<file path="src/rtl/vidgen_raster.sv">
// Raster timing generator (336x240 in 456x262) with a 2-stage line-buffer -> palette pixel pipeline.
// Optional build macro VIDGEN_TESTPAT_EN adds test_en, which substitutes 8 colour bars for palette data.
module vidgen_raster #(
    parameter int PIXDIV   = 1,
    parameter int H_ACTIVE = 336,
    parameter int H_FP     = 8,
    parameter int H_SYNC   = 32,
    parameter int H_BP     = 80,
    parameter int V_ACTIVE = 240,
    parameter int V_FP     = 4,
    parameter int V_SYNC   = 3,
    parameter int V_BP     = 15
) (
    input  logic        MCKF,
    input  logic        reset,
`ifdef VIDGEN_TESTPAT_EN
    input  logic        test_en,
`endif
    output logic [8:0]  lb_addr,
    input  logic [7:0]  lb_data,
    output logic [7:0]  pal_addr,
    input  logic [15:0] pal_data,
    output logic [15:0] VIDOUT,
    output logic        VIDBLANK_b,
    output logic        HSYNC_b,
    output logic        VSYNC_b,
    output logic [8:0]  hcnt,
    output logic [8:0]  vcnt,
    output logic        frame_start
);

    localparam int H_TOTAL = H_ACTIVE + H_FP + H_SYNC + H_BP;
    localparam int V_TOTAL = V_ACTIVE + V_FP + V_SYNC + V_BP;
    localparam int DIVW    = (PIXDIV > 1) ? $clog2(PIXDIV) : 1;

    localparam logic [DIVW-1:0] DIV_LAST = DIVW'(PIXDIV - 1);
    localparam logic [8:0] H_LAST   = 9'(H_TOTAL - 1);
    localparam logic [8:0] V_LAST   = 9'(V_TOTAL - 1);
    localparam logic [8:0] H_VIS    = 9'(H_ACTIVE);
    localparam logic [8:0] V_VIS    = 9'(V_ACTIVE);
    localparam logic [8:0] HS_START = 9'(H_ACTIVE + H_FP);
    localparam logic [8:0] HS_END   = 9'(H_ACTIVE + H_FP + H_SYNC);
    localparam logic [8:0] VS_START = 9'(V_ACTIVE + V_FP);
    localparam logic [8:0] VS_END   = 9'(V_ACTIVE + V_FP + V_SYNC);

    logic [DIVW-1:0] divCnt_q, divCnt_d;
    logic [8:0]      hCnt_q, hCnt_d;
    logic [8:0]      vCnt_q, vCnt_d;
    logic            pixEn;
    logic            hEnd, vEnd;
    logic            rawActive, rawHs, rawVs;

    logic [7:0]      palAddr_q;
    logic            act1_q, hs1_q, vs1_q;
    logic [15:0]     vidOut_q;
    logic            blankB_q, hsyncB_q, vsyncB_q;
    logic [15:0]     vidSrc;

`ifdef VIDGEN_TESTPAT_EN
    logic [2:0]      bar;
    logic [11:0]     barColour;
    logic            test1_q;
    logic [11:0]     bar1_q;
`endif

    always_comb begin
        pixEn    = (divCnt_q == DIV_LAST);
        divCnt_d = pixEn ? '0 : divCnt_q + 1'b1;
    end

    always_comb begin
        hEnd   = (hCnt_q == H_LAST);
        vEnd   = (vCnt_q == V_LAST);
        hCnt_d = hCnt_q;
        vCnt_d = vCnt_q;
        if (pixEn) begin
            hCnt_d = hEnd ? 9'd0 : hCnt_q + 9'd1;
            if (hEnd) begin
                vCnt_d = vEnd ? 9'd0 : vCnt_q + 9'd1;
            end
        end
    end

    always_comb begin
        rawActive = (hCnt_q < H_VIS) && (vCnt_q < V_VIS);
        rawHs     = (hCnt_q >= HS_START) && (hCnt_q < HS_END);
        rawVs     = (vCnt_q >= VS_START) && (vCnt_q < VS_END);
    end

`ifdef VIDGEN_TESTPAT_EN
    // Eight 42-pixel bars; columns past the visible area give don't-care bars that blanking hides.
    always_comb begin
        bar       = 3'(hCnt_q / 9'd42);
        barColour = {{4{bar[2]}}, {4{bar[1]}}, {4{bar[0]}}};
        vidSrc    = test1_q ? {4'h0, bar1_q} : pal_data;
    end
`else
    always_comb begin
        vidSrc = pal_data;
    end
`endif

    always_ff @(posedge MCKF or posedge reset) begin
        if (reset) begin
            divCnt_q <= '0;
            hCnt_q   <= 9'd0;
            vCnt_q   <= 9'd0;
        end else begin
            divCnt_q <= divCnt_d;
            hCnt_q   <= hCnt_d;
            vCnt_q   <= vCnt_d;
        end
    end

    // Stage 1 latches the palette address and raw timing; stage 2 resolves colour and aligns syncs with it.
    always_ff @(posedge MCKF or posedge reset) begin
        if (reset) begin
            palAddr_q <= 8'd0;
            act1_q    <= 1'b0;
            hs1_q     <= 1'b0;
            vs1_q     <= 1'b0;
            vidOut_q  <= 16'h0000;
            blankB_q  <= 1'b0;
            hsyncB_q  <= 1'b1;
            vsyncB_q  <= 1'b1;
`ifdef VIDGEN_TESTPAT_EN
            test1_q   <= 1'b0;
            bar1_q    <= 12'h000;
`endif
        end else if (pixEn) begin
            palAddr_q <= lb_data;
            act1_q    <= rawActive;
            hs1_q     <= rawHs;
            vs1_q     <= rawVs;
            vidOut_q  <= act1_q ? vidSrc : 16'h0000;
            blankB_q  <= act1_q;
            hsyncB_q  <= ~hs1_q;
            vsyncB_q  <= ~vs1_q;
`ifdef VIDGEN_TESTPAT_EN
            test1_q   <= test_en;
            bar1_q    <= barColour;
`endif
        end
    end

    assign lb_addr     = hCnt_q;
    assign hcnt        = hCnt_q;
    assign vcnt        = vCnt_q;
    assign pal_addr    = palAddr_q;
    assign VIDOUT      = vidOut_q;
    assign VIDBLANK_b  = blankB_q;
    assign HSYNC_b     = hsyncB_q;
    assign VSYNC_b     = vsyncB_q;
    assign frame_start = pixEn && hEnd && vEnd;

endmodule

</file>
<file path="config.mk">
export PLATFORM = sky130hd
export DESIGN_NAME = vidgen_raster
export DESIGN_NICKNAME = d
export VERILOG_FILES = /design/src/rtl/vidgen_raster.sv
export SDC_FILE = /design/constraint.sdc
export NUM_CORES = 1
export LEC_CHECK = 0
export BUFFER_PORTS_ARGS = -buffer_cell sky130_fd_sc_hd__buf_2
export CAP_MARGIN = 15
export CORE_ASPECT_RATIO = 1.4
export CORE_MARGIN = 2
export CORE_UTILIZATION = 40
export CTS_CLUSTER_DIAMETER = 150
export DETAILED_ROUTE_END_ITERATION = 10
export GPL_TIMING_DRIVEN = 0
export PLACE_DENSITY_LB_ADDON = 0.12
export SLEW_MARGIN = 20
export SYNTH_ARGS = -nofsm -noshare
export SYNTH_HDL_FRONTEND = slang
export SYNTH_SLANG_ARGS = --single-unit
</file>
<file path="constraint.sdc">
create_clock -name MCKF -period 3 [get_ports MCKF]
set_clock_uncertainty 0.15 [all_clocks]
set_input_delay 0.15 -clock MCKF [delete_from_list [all_inputs] [get_ports MCKF]]
set_output_delay 0.15 -clock MCKF [all_outputs]
set_load 0.1 [all_outputs]
</file>
* Yosys cells after proc, flatten, opt, wreduce, memory -nomap -nowiden
Cells that the tools add are included.
** Storage, ports and cells
- Register bits :: 49
- Output and inout port bits :: 55
- Input port bits :: 26
** Cells by class
- Multiplexer cells :: 4
- $add $sub $neg :: 3
- Magnitude comparators :: 6
- Reduce and logical (&&, ||, !) cells :: 6
- Equal/unequal tests :: 2
- Bitwise gates (word level) :: 3
** Operator list (number)
- $add 9x1->9 const B :: 2
- $eq 9x9->1 const B :: 2
- $lt 9x8->1 const B :: 2
- $lt 9x9->1 const B :: 2
- $mux 9 :: 2
- $mux 16 :: 1
- $ge 9x8->1 const B :: 1
- $ge 9x9->1 const B :: 1
- $logic_and 1x1->1 :: 5
- $not 1->1 :: 3
- $reduce_and 2->1 :: 1
- $add 1x1->1 const B :: 1
- $mux 1 :: 1

* Depth between registers and ports, before layout
Gate-level depths: netlist of run 1.
- Word-level depth :: 3
- Depth in mapped cells :: 6
- Gate-level depth less buffers :: 6

* Least setup slack after synthesis of run 1
OpenSTA, ideal clock, no wires.
- Path type :: register -> output
- Start :: reg hCnt_q[0] (netlist: hcnt[0])
- End :: out frame_start
- Buffers on the path :: 1
- Arrival :: 3.151 ns
- Path slack :: -0.451 ns
- Cell stages (with the launch flop) :: 6
- Cells stage by stage :: dfrtp_1 ha_1 nand4_2 nand4bb_1 buf_2 nor2_1
** Between the ends
- Longest elaborated chain between the ends :: 3
** Ends and longest elaborated chain
- from (decl) :: line 47 : logic [8:0] hCnt_q, hCnt_d;
- from (signal assigned) :: line 110 : hCnt_q <= hCnt_d;
- $eq 9x9->1 :: line 72 : hEnd = (hCnt_q == H_LAST);
- $logic_and 1x1->1 (2 in series) :: line 154 : assign frame_start = pixEn && hEnd && vEnd;
- to (decl) :: line 29 : output logic frame_start
No other way between the ends.

* Worst setup path in the final report of run 1
Ends and elaborated chain as after synthesis.

==> summary.txt, run 1 <==
Status
  • Status: finished, final reports clean

Setup path
  • WP data arrival: 2.09 ns
  • Worst setup path start: hcnt[0]$_DFF_PP0_
  • Crit. End Element: output pin
  • Critical-path maximum fanout: 9
  • Crit Reg-Reg Startpoint: hcnt[0]$_DFF_PP0_
  • Worst Path Buf+Inv: 2
  • Slowest cell on crit path: dfrtp_1
  • Crit path max-delay family: buffers and inverters
  • CP Launch Type: flop
  • CP max stage delay: 0.43 ns
  • Crit path kind: flop to output pin
  • CP cell instances: ha_1 -> nand4_2 -> nand4bb_1 -> buf_2 -> nor2_2 -> buf_2
  • CP Data Required Time: 2.70 ns
  • Most used cell, CP: buf_2

Job
  • Max Cap Viol: 0

Routing
  • Vias: 1,521
  • Met1 Routed Length: 1740 µm
  • # DRC: 0
  • First drt pass iteration count: 4
  • Iter 0 DRT Violations: 63
  • Highest metal used: met4
  • Routed length per instance: 12.3 µm
  • Total length of routed wires: 4130 µm
  • Met3 Wirelength: 233 µm
  • Via density: 4.54
  • Met2 routed WL: 2120 µm
  • Routed Antenna Nets: 0

Power and ir drop
  • Peak VDD IR: 0.217 mV
  • Switching share of power: 0.272
  • Power per standard cell area: 475 nW/µm²
  • Leak Pwr: 1.38 nW
  • Pwr Total: 1.32 mW
  • Clk pwr share: 0.340
  • Psw: 0.359 mW
  • Flop pwr share: 0.504
  • Cell Int Power: 0.961 mW
  • Logic pwr share: 0.156

Final layout
  • Fin area: 2780 µm²
  • Fin util: 0.608
  • Reg area: 1200 µm²
  • Share of layout cells above drive strength 1: 0.399
  • Area Overhead vs Synth: 44.6%
  • # fillers: 408
  • # diodes: 0
  • Post-layout nets: 302
  • Footprint of the multi-input gates: 611 µm²

Placement
  • Placed cell areas: 2420 µm²
  • Detailed Place HPWL: 2850 µm
  • # port buffers: 80
  • RD Place Congestion: 0.694

STA
  • Worst hold slack: 0.204 ns
  • Rel. slew slack: 0.650
  • Setup Viol. Count Final: 0
  • Setup_tns: 0 ns
  • Slew Limit Fails: 0
  • RSZ-0062 raised after global routing: no
  • Final Cycle Share: 0.796
  • Final hold violation count: 0
  • Slew @ Worst Pin: 0.524 ns
  • Crit path time final: 2.39 ns
  • Max Clock Freq: 0.419 GHz

Global route
  • Largest net degree at the start of global routing: 26
  • First-pass GRT wire length: 6990 µm
  • Grt ovf: 0
  • Initial antenna violation count: 0
  • Number of global-route vias before repair: 1,511
  • GRT Resource Usage Total: 0.165

Clock tree
  • CTS tree: yes
  • Reg clk slew, reported paths: 0.09 ns
  • Clk sinks: 48
  • Post-CTS Setup Repair Bufs: 0
  • Inserted Clock Buffers: 5
  • Skew-Pair Late Insertion Delay: 0.29 ns
  • CTS root buf: clkbuf_8
  • Post-cts gate resize count: 0
  • H-tree depth: 2
  • CTS Buffer Depth: 2

Logic synthesis
  • Mapped Nets: 189
  • Synthesized cell area: 1920 µm²
  • Synth cell types: 39
  • Ys async rst share: 1.00
  • Syn Area/Cell: 12.1 µm²
  • Yosys warns: 0
  • Seq/Total Area, Yosys: 0.626
  • Largest area contributor in the netlist: dfrtp_1
  • Top FF cell, synth: dfrtp_1
  • Share of the synthesized area in the top cell type: 0.599
  • Post-Syn Instances: 159
  • Seq cells post-synth: 48
  • Synth area leaders: dfrtp_1, and2_1, buf_4
  • Post-synth EDFFs: 0

Floorplan
  • Core Region: 4570 µm²
  • Initial core utilization: 0.421
  • Die width: 62.6 µm
  • Die Span Y: 86.0 µm
  • Placement Rows: 29
  • Die ar.: 5390 µm²
  • IO Pins: 81

Min path
  • Hold crit path type: flop to flop
  • Worst Hold Launch: hs1_q$_DFF_PP0_
through the flow:
step	setup slack, ns	std cells
floorplan	0.00863	159
global placement	0.942	301
detailed placement	0.936	302
CTS	0.587	335
global route	0.487	335
finish	0.613	335
synthesized netlist by cell type (all sizes together) (2+ instances only):
master	number
a21oi	3
a22o	2
and2	18
and4b	2
buf	12
dfrtp	46
dfstp	2
ha	4
inv	6
nand2	7
nand3	5
nand4	4
nor2	11
nor2b	2
nor3	2
o21ai	10
or3	3
xnor2	2
xor2	4
cells in the final DEF (no fill, tap or decap), types with 2 or more instances in the layout:
cell and count:
buf_2 82, dfrtp_1 46, dlygate4sd3_1 25, and2_1 17, buf_4 10, nor2_1 9
nand2_1 7, o21ai_1 6, inv_1 5, nand3_1 5, clkbuf_8 5, o21ai_0 4
xor2_1 4, ha_1 4, a21oi_1 3, nand4_1 3, dfstp_2 2, clkbuf_1 2
nor2_2 2, nor2b_1 2, a22o_1 2, or3_1 2, xnor2_1 2, and4b_1 2
nor3_1 2
sequential cells by signal, indices dropped and copies added, names as in the netlist, 8 cells and up:
signal and flops:
vcnt 9, hcnt 9, pal_addr 8, VIDOUT 16
kinds of logic (layout without fill, tap and decap cells):
| family | after synthesis | count (layout) | synth area share |
|---|---|---|---|
| compound gates | 19 | 19 | 0.0592 |
| fa+ha+maj | 4 | 4 | 0.0260 |
| flops | 48 | 48 | 0.626 |
| mux | 2 | 2 | 0.0111 |
| simple gates | 61 | 61 | 0.193 |
| xor+xnor | 6 | 6 | 0.0273 |
| buf+inv | 19 | 133 | 0.0579 |
final cells by class:
class	count	area share
multi-input combinational	92	0.220
sequential	48	0.433
inverter	6	0.00810
buffer	13	0.0319
clock inverter	2	0.0126
clock buffer	6	0.0261
tap	62	0.0279
timing repair buffer	106	0.241
power groups by stage:
stage	clock, mW	combinational [mW]	sequential [mW]
2_1_floorplan	0	0.0167	0.803
3_3_place_gp	0	0.178	0.679
3_5_place_dp	0	0.182	0.679
4_1_cts	0.465	0.207	0.666
5_1_grt	0.493	0.215	0.668
6_report	0.449	0.206	0.666
layer usage:
metal | global-route usage | vias up
met5 | 0 | -
met4 | 0.0485 | 0
met3 | 0.0420 | 4
met2 | 0.293 | 57
met1 | 0.198 | 708
li1 | - | 752
final timing paths:
kind                                        to  slack [ns]  cells past startpoint
setup reg to reg           vcnt[6]$_DFFE_PP0N_        0.95                      6
hold reg to reg              HSYNC_b$_DFF_PP1_        0.20                      1
hold / removal               HSYNC_b$_DFF_PP1_        0.20                      1
setup / recovery                   frame_start        0.61                      6
min in group asynchronous    hcnt[3]$_DFF_PP0_        0.29                      3
max in group asynchronous    HSYNC_b$_DFF_PP1_        1.82                      4
worst reg2reg max path: cells and delay by family, from the launching register on:
family / cells / cell delay (ns)
AND/OR/NAND/NOR: 2 / 0.51
buffers and inverters: 1 / 0.26
AO/OA/AOI/OAI: 2 / 0.31
flip-flops: 1 / 0.43
adder cells (fa/ha/maj): 1 / 0.27
what timing repair did:
item                                    4_1_cts  5_1_grt
endpoints found under the setup margin        0        0
hold buffers                                 25        0
endpoints found under the hold margin        47        0
(Power assumes the default switching activity.)
==> run 2: changes to the inputs <==
Clock period 3 ns to 2.15 ns, I/O delays scaled along.
==> summary.txt, run 2 (same netlist as run 1, synthesis figures left out) <==
Status
  • Status: finished, final reports clean (unchanged)

Power and ir drop
  • Peak VDD IR: 0.431 mV (was 0.217 mV)
  • Flop pwr share: 0.472 (was 0.504)
  • Logic pwr share: 0.146 (was 0.156)
  • Power per standard cell area: 690 nW/µm² (was 475 nW/µm²)
  • Clk pwr share: 0.381 (was 0.340)
  • Leak Pwr: 1.38 nW (about the same)
  • Psw: 0.506 mW (was 0.359 mW)
  • Cell Int Power: 1.46 mW (was 0.961 mW)
  • Switching share of power: 0.257 (was 0.272)

Setup path
  • Critical-path maximum fanout: 9 (unchanged)
  • CP max stage delay: 0.46 ns (was 0.43 ns)
  • WP data arrival: 1.76 ns (was 2.09 ns)
  • Crit. End Element: output pin (unchanged)
  • FF-to-FF setup slack: 0.20 ns (was 0.95 ns)
  • Slowest cell on crit path: dfrtp_4 (was dfrtp_1)
  • CP Launch Type: flop (unchanged)
  • CP Data Required Time: 1.89 ns (was 2.70 ns)
  • Crit path kind: flop to output pin (unchanged)
  • CP cell instances: ha_4 -> nand4_2 -> nand4bb_1 -> buf_2 -> nor2_4 -> buf_6 (was ha_1 -> nand4_2 -> nand4bb_1 -> buf_2 -> nor2_2 -> buf_2)

STA
  • Max Clock Freq: 0.497 GHz
  • Rel. slew slack: 0.672 (was 0.650)
  • RSZ-0062 raised after global routing: no (unchanged)
  • Crit path time final: 2.01 ns
  • Final Cycle Share: 0.937
  • Slew Limit Fails: 0 (unchanged)
  • Final hold violation count: 0 (unchanged)
  • Setup Viol. Count Final: 0 (unchanged)
  • Slew @ Worst Pin: 0.496 ns (was 0.524 ns)

Clock tree
  • Inserted Clock Buffers: 5 (unchanged)
  • Skew-Pair Late Insertion Delay: 0.29 ns (about the same)
  • Clk sinks: 48 (unchanged)
  • Post-CTS Setup Repair Bufs: 0 (unchanged)
  • CTS Buffer Depth: 2 (unchanged)
  • Reg clk slew, reported paths: 0.08 ns (was 0.09 ns)
  • CTS root buf: clkbuf_8 (unchanged)
  • H-tree depth: 2 (unchanged)
  • CTS tree: yes (unchanged)

Placement
  • Detailed Place HPWL: 2780 µm (was 2850 µm)
  • RD Place Congestion: 0.697 (was 0.694)
  • # port buffers: 80 (unchanged)
  • Placed cell areas: 2460 µm² (was 2420 µm²)

Final layout
  • Most frequent cells in the layout: buf_2, dfrtp_1, dlygate4sd3_1 (unchanged)
  • Share of layout cells above drive strength 1: 0.447 (was 0.399)
  • Fin area: 2850 µm² (was 2780 µm²)
  • # diodes: 0 (unchanged)
  • Fin util: 0.623 (was 0.608)
  • Area Overhead vs Synth: 48.2% (was 44.6%)
  • Largest register FFs: 16 (unchanged)
  • # fillers: 406 (was 408)
  • Post-layout nets: 302 (unchanged)
  • Commonest non-fill, non-tap cell in the layout: buf_2 (unchanged)

Job
  • Max Cap Viol: 0 (unchanged)

Floorplan
  • Die ar.: 5390 µm² (unchanged)
  • IO Pins: 81 (unchanged)
  • Die Span Y: 86.0 µm (unchanged)
  • Placement Rows: 29 (unchanged)
  • Initial core utilization: 0.421 (unchanged)
  • Core Region: 4570 µm² (unchanged)
  • Die width: 62.6 µm (unchanged)

Global route
  • Number of global-route vias before repair: 1,538 (was 1,511)
  • Initial antenna violation count: 0 (unchanged)
  • GRT Resource Usage Total: 0.171 (was 0.165)
  • Largest net degree at the start of global routing: 31 (was 26)
  • First-pass GRT wire length: 7230 µm (was 6990 µm)
  • Grt ovf: 0 (unchanged)

Routing
  • Via density: 4.60 (was 4.54)
  • Iter 0 DRT Violations: 54 (was 63)
  • Routed length per instance: 12.2 µm (was 12.3 µm)
  • # DRC: 0 (unchanged)
  • Total length of routed wires: 4070 µm (was 4130 µm)
  • Routed Antenna Nets: 0 (unchanged)
  • First drt pass iteration count: 4 (unchanged)
  • Vias: 1,542 (was 1,521)

Min path
  • Hold crit path type: flop to flop (unchanged)
==> run 2: changes by cell type in the layout (fill, tap and decap cells not counted), sizes merged <==
cell	change
bufinv	+1
clkinv	-1
==> run 2: what timing repair did <==
item,CTS,global route
pin swaps,0,0
hold buffers,25,0
endpoints found under the hold margin,42,0
endpoints found under the setup margin,1,1
gates resized for setup,1,1
==> run 2: power by group through the flow <==
| stage | sequential (mW) | combinational (mW) | clock [mW] |
|---|---|---|---|
| global route | 0.931 | 0.302 | 0.819 |
| detailed placement | 0.947 | 0.254 | 0 |
| global placement | 0.947 | 0.248 | 0 |
| CTS | 0.929 | 0.289 | 0.774 |
| finish | 0.929 | 0.288 | 0.750 |
| floorplan | 1.12 | 0.0233 | 0 |
==> run 2: cell type report <==
| cell class | count | area [µm²] | area share |
|---|---|---|---|
| clock buffers | 6 | 72.6 | 0.0255 |
| well taps | 62 | 77.6 | 0.0272 |
| clock inverters | 2 | 60.1 | 0.0211 |
| repair buffers | 106 | 677 | 0.237 |
| plain buffers | 13 | 88.8 | 0.0312 |
| flip-flops and latches | 48 | 1220 | 0.429 |
| inverters | 6 | 22.5 | 0.00790 |
| multi-input cells | 92 | 628 | 0.220 |
==> run 2: per-layer routing <==
| metal | vias up | share of wire | track usage | wire length [µm] |
|---|---|---|---|---|
| met5 | - | 0 | 0 | 0 |
| met4 | 0 | 0.013 | 0.0545 | 54 |
| met3 | 5 | 0.059 | 0.0486 | 241 |
| met2 | 53 | 0.52 | 0.295 | 2100 |
| met1 | 736 | 0.41 | 0.207 | 1680 |
| li1 | 748 | - | - | - |
==> run 2: through the flow <==
stage	hold slack [ns]	power (mW)	setup TNS (ns)	cells	setup slack [ns]
floorplan	-0.0111	1.14	0	159	0.0172
CTS	0.196	1.99	0	335	0.0602
global route	0.229	2.05	0	335	0.0267
global placement	0.0654	1.20	-0.298	301	-0.121
detailed placement	-0.0239	1.20	0	302	0.194
finish	0.204	1.97	0	335	0.136
==> run 2: final timing paths <==
kind                              startpoint                   to  depth (start not counted)
setup / recovery           hcnt[0]$_DFF_PP0_          frame_start                          6
max in group asynchronous              reset    VSYNC_b$_DFF_PP1_                          4
hold reg to reg              vs1_q$_DFF_PP0_    VSYNC_b$_DFF_PP1_                          1
min in group asynchronous              reset  VIDOUT[0]$_DFF_PP0_                          3
hold / removal               vs1_q$_DFF_PP0_    VSYNC_b$_DFF_PP1_                          1
setup reg to reg           hcnt[0]$_DFF_PP0_  vcnt[6]$_DFFE_PP0N_                          6
==> run 2: critical path, delay by kind of cell (launching register included) <==
| family | cells | cell delay (ns) |
|---|---|---|
| buffers and inverters | 2 | 0.42 |
| and+or+nand+nor | 3 | 0.41 |
| DFF | 1 | 0.46 |
| adders and majority gates | 1 | 0.17 |
==> run 3: changes to the inputs <==
--- a/config.mk
+++ b/config.mk
@@ -10,3 +10,3 @@
 export CORE_ASPECT_RATIO = 1.4
-export CORE_MARGIN = 2
+export CORE_MARGIN = 4
 export CORE_UTILIZATION = 40
==> constraint.sdc (replaced) <==
create_clock -name MCKF -period 1.7 [get_ports MCKF]
set_clock_uncertainty 0.15 [all_clocks]
set_input_delay 0.34 -clock MCKF [delete_from_list [all_inputs] [get_ports MCKF]]
set_output_delay 0.34 -clock MCKF [all_outputs]
set_load 0.1 [all_outputs]
==> summary.txt, run 3 (same netlist as run 1, synthesis figures left out) <==
Routing
  • Met3 Wirelength: 352 µm (was 241 µm)
  • Routed length per instance: 13.5 µm (was 12.2 µm)
  • Iter 0 DRT Violations: 41 (was 54)
  • Met2 routed WL: 2360 µm (was 2100 µm)
  • # DRC: 0 (unchanged)
  • Routed Antenna Nets: 0 (unchanged)
  • Highest metal used: met4 (unchanged)
  • Met1 Routed Length: 1770 µm (was 1680 µm)
  • Vias: 1,573 (was 1,542)
  • Total length of routed wires: 4590 µm (was 4070 µm)
  • First drt pass iteration count: 4 (unchanged)
  • Via density: 4.63 (was 4.60)

Setup path
  • Slowest cell on crit path: dfrtp_4 (unchanged)
  • CP Launch Type: flop (unchanged)
  • CP cell instances: ha_4 -> nand4_4 -> nand4bb_1 -> buf_6 -> nor2_4 -> buf_12 (was ha_4 -> nand4_2 -> nand4bb_1 -> buf_2 -> nor2_4 -> buf_6)
  • WP data arrival: 1.62 ns (was 1.76 ns)
  • Critical-path maximum fanout: 2 (was 9)
  • CP Data Required Time: 1.21 ns (was 1.89 ns)
  • Crit path kind: flop to output pin (unchanged)
  • CP max stage delay: 0.44 ns (was 0.46 ns)
  • Crit. End Element: output pin (unchanged)

Floorplan
  • Die Span Y: 90.0 µm (was 86.0 µm)
  • Initial core utilization: 0.417 (was 0.421)
  • Placement Rows: 29 (unchanged)
  • Die width: 66.6 µm (was 62.6 µm)
  • IO Pins: 81 (unchanged)
  • Core Region: 4610 µm² (was 4570 µm²)
  • Die ar.: 6000 µm² (was 5390 µm²)

Global route
  • Initial antenna violation count: 0 (unchanged)
  • GRT Resource Usage Total: 0.159 (was 0.171)
  • First-pass GRT wire length: 7390 µm (was 7230 µm)
  • Grt ovf: 0 (unchanged)
  • Number of global-route vias before repair: 1,575 (was 1,538)
  • Largest net degree at the start of global routing: 28 (was 31)

Clock tree
  • Reg clk slew, reported paths: 0.09 ns (was 0.08 ns)
  • CTS root buf: clkbuf_8 (unchanged)
  • CTS Buffer Depth: 2 (unchanged)
  • CTS tree: yes (unchanged)
  • H-tree depth: 2 (unchanged)
  • Skew-Pair Late Insertion Delay: 0.30 ns (was 0.29 ns)
  • Clk sinks: 48 (unchanged)
  • Inserted Clock Buffers: 5 (unchanged)

Final layout
  • Fin util: 0.675 (was 0.623)
  • Largest register FFs: 16 (unchanged)
  • Post-layout nets: 307 (was 302)
  • Most frequent cells in the layout: buf_2, buf_4, dfrtp_1 (was buf_2, dfrtp_1, dlygate4sd3_1)
  • Share of layout cells above drive strength 1: 0.594 (was 0.447)
  • # diodes: 0 (unchanged)
  • Commonest non-fill, non-tap cell in the layout: buf_2 (unchanged)
  • Area Overhead vs Synth: 61.8% (was 48.2%)

Job
  • Max Cap Viol: 0 (unchanged)

Power and ir drop
  • Cell Int Power: 1.72 mW (was 1.46 mW)
  • Flop pwr share: 0.497 (was 0.472)
  • Power per standard cell area: 759 nW/µm² (was 690 nW/µm²)
  • Logic pwr share: 0.141 (was 0.146)
  • Peak VDD IR: 0.587 mV (was 0.431 mV)
  • Leak Pwr: 1.47 nW (was 1.38 nW)
  • Psw: 0.644 mW (was 0.506 mW)
  • Switching share of power: 0.273 (was 0.257)
  • Clk pwr share: 0.361 (was 0.381)

STA
  • Worst hold slack: 0.101 ns (was 0.204 ns)
  • Final hold violation count: 0 (unchanged)
  • Setup Viol. Count Final: 19 (was 0)
  • Final Cycle Share: 1.24
  • Crit path time final: 2.11 ns
  • Rel. slew slack: 0.670 (was 0.672)
  • Max Clock Freq: 0.473 GHz
  • Slew Limit Fails: 0 (unchanged)
  • Slew @ Worst Pin: 0.495 ns (was 0.496 ns)
  • RSZ-0062 raised after global routing: yes (was no)
  • Final worst setup slack: -0.414 ns (was 0.136 ns)

Status
  • Violated checks: negative setup slack
  • Status: finished, violations left (was finished, final reports clean)

Placement
  • Detailed Place HPWL: 2850 µm (was 2780 µm)
  • # port buffers: 80 (unchanged)
  • RD Place Congestion: 0.692 (was 0.697)

Min path
  • Hold crit path type: primary input to flop (was flop to flop)
==> run 3: worst max-delay path: cells and delay by family, from the launching register on <==
kind | cells | cell delay [ns]
adder cells (fa/ha/maj) | 1 | 0.15
AND/OR/NAND/NOR | 3 | 0.40
flip-flops | 1 | 0.44
buffers and inverters | 2 | 0.34
==> run 3: area by class of cell <==
| cell class | count | area [µm²] |
|---|---|---|
| fillers | 360 | 1500 |
| flip-flops and latches | 48 | 1250 |
| repair buffers | 111 | 838 |
| multi-input cells | 92 | 704 |
| plain buffers | 13 | 101 |
| clock buffers | 6 | 82.6 |
| well taps | 62 | 77.6 |
| clock inverters | 2 | 38.8 |
| inverters | 6 | 22.5 |
==> run 3: per-stage QoR <==
step | TNS (ns) | instances | area [µm²] | setup slack [ns] | power [mW]
6_report | -3.93 | 340 | 3110 | -0.414 | 2.36
5_1_grt | -5.47 | 340 | 3110 | -0.515 | 2.46
4_1_cts | -2.84 | 335 | 2990 | -0.420 | 2.39
3_5_place_dp | -0.932 | 302 | 2530 | -0.444 | 1.52
3_3_place_gp | -28.66 | 301 | 2510 | -0.782 | 1.51
2_1_floorplan | -3.80 | 159 | 2030 | -0.572 | 1.45
==> run 3: worst paths after layout <==
kind / start / end / slack [ns] / cells past startpoint
worst max-delay path: hcnt[1]$_DFF_PP0_ / frame_start / -0.41 / 6
worst max register to register: hcnt[1]$_DFF_PP0_ / vcnt[4]$_DFFE_PP0N_ / -0.32 / 8
max in group asynchronous: reset / vcnt[4]$_DFFE_PP0N_ / 0.40 / 4
worst min register to register: hs1_q$_DFF_PP0_ / HSYNC_b$_DFF_PP1_ / 0.20 / 1
worst min-delay path: pal_data[0] / VIDOUT[0]$_DFF_PP0_ / 0.10 / 2
min in group asynchronous: reset / hcnt[4]$_DFF_PP0_ / 0.49 / 3
==> run 3: power by group through the flow <==
| stage | logic [mW] | registers [mW] | clock network [mW] |
|---|---|---|---|
| 2_1_floorplan | 0.0295 | 1.42 | 0 |
| 4_1_cts | 0.337 | 1.17 | 0.877 |
| 3_3_place_gp | 0.314 | 1.20 | 0 |
| 5_1_grt | 0.349 | 1.18 | 0.932 |
| 6_report | 0.334 | 1.17 | 0.852 |
| 3_5_place_dp | 0.321 | 1.20 | 0 |
==> run 3: per-layer routing <==
metal	GRT usage	vias up
met5	0	-
met4	0.0627	0
met3	0.0374	11
met2	0.270	58
met1	0.190	739
li1	-	765
==> run 3: repair_timing <==
| action | 4_1_cts | 5_1_grt |
|---|---|---|
| pin swaps | 13 | 7 |
| setup buffers | 16 | 7 |
| hold buffers | 9 | 0 |
| resized for setup | 43 | 25 |
| cloned | 0 | 0 |
| endpoints found under the setup margin | 25 | 30 |
| hold endpoints to repair | 27 | 0 |
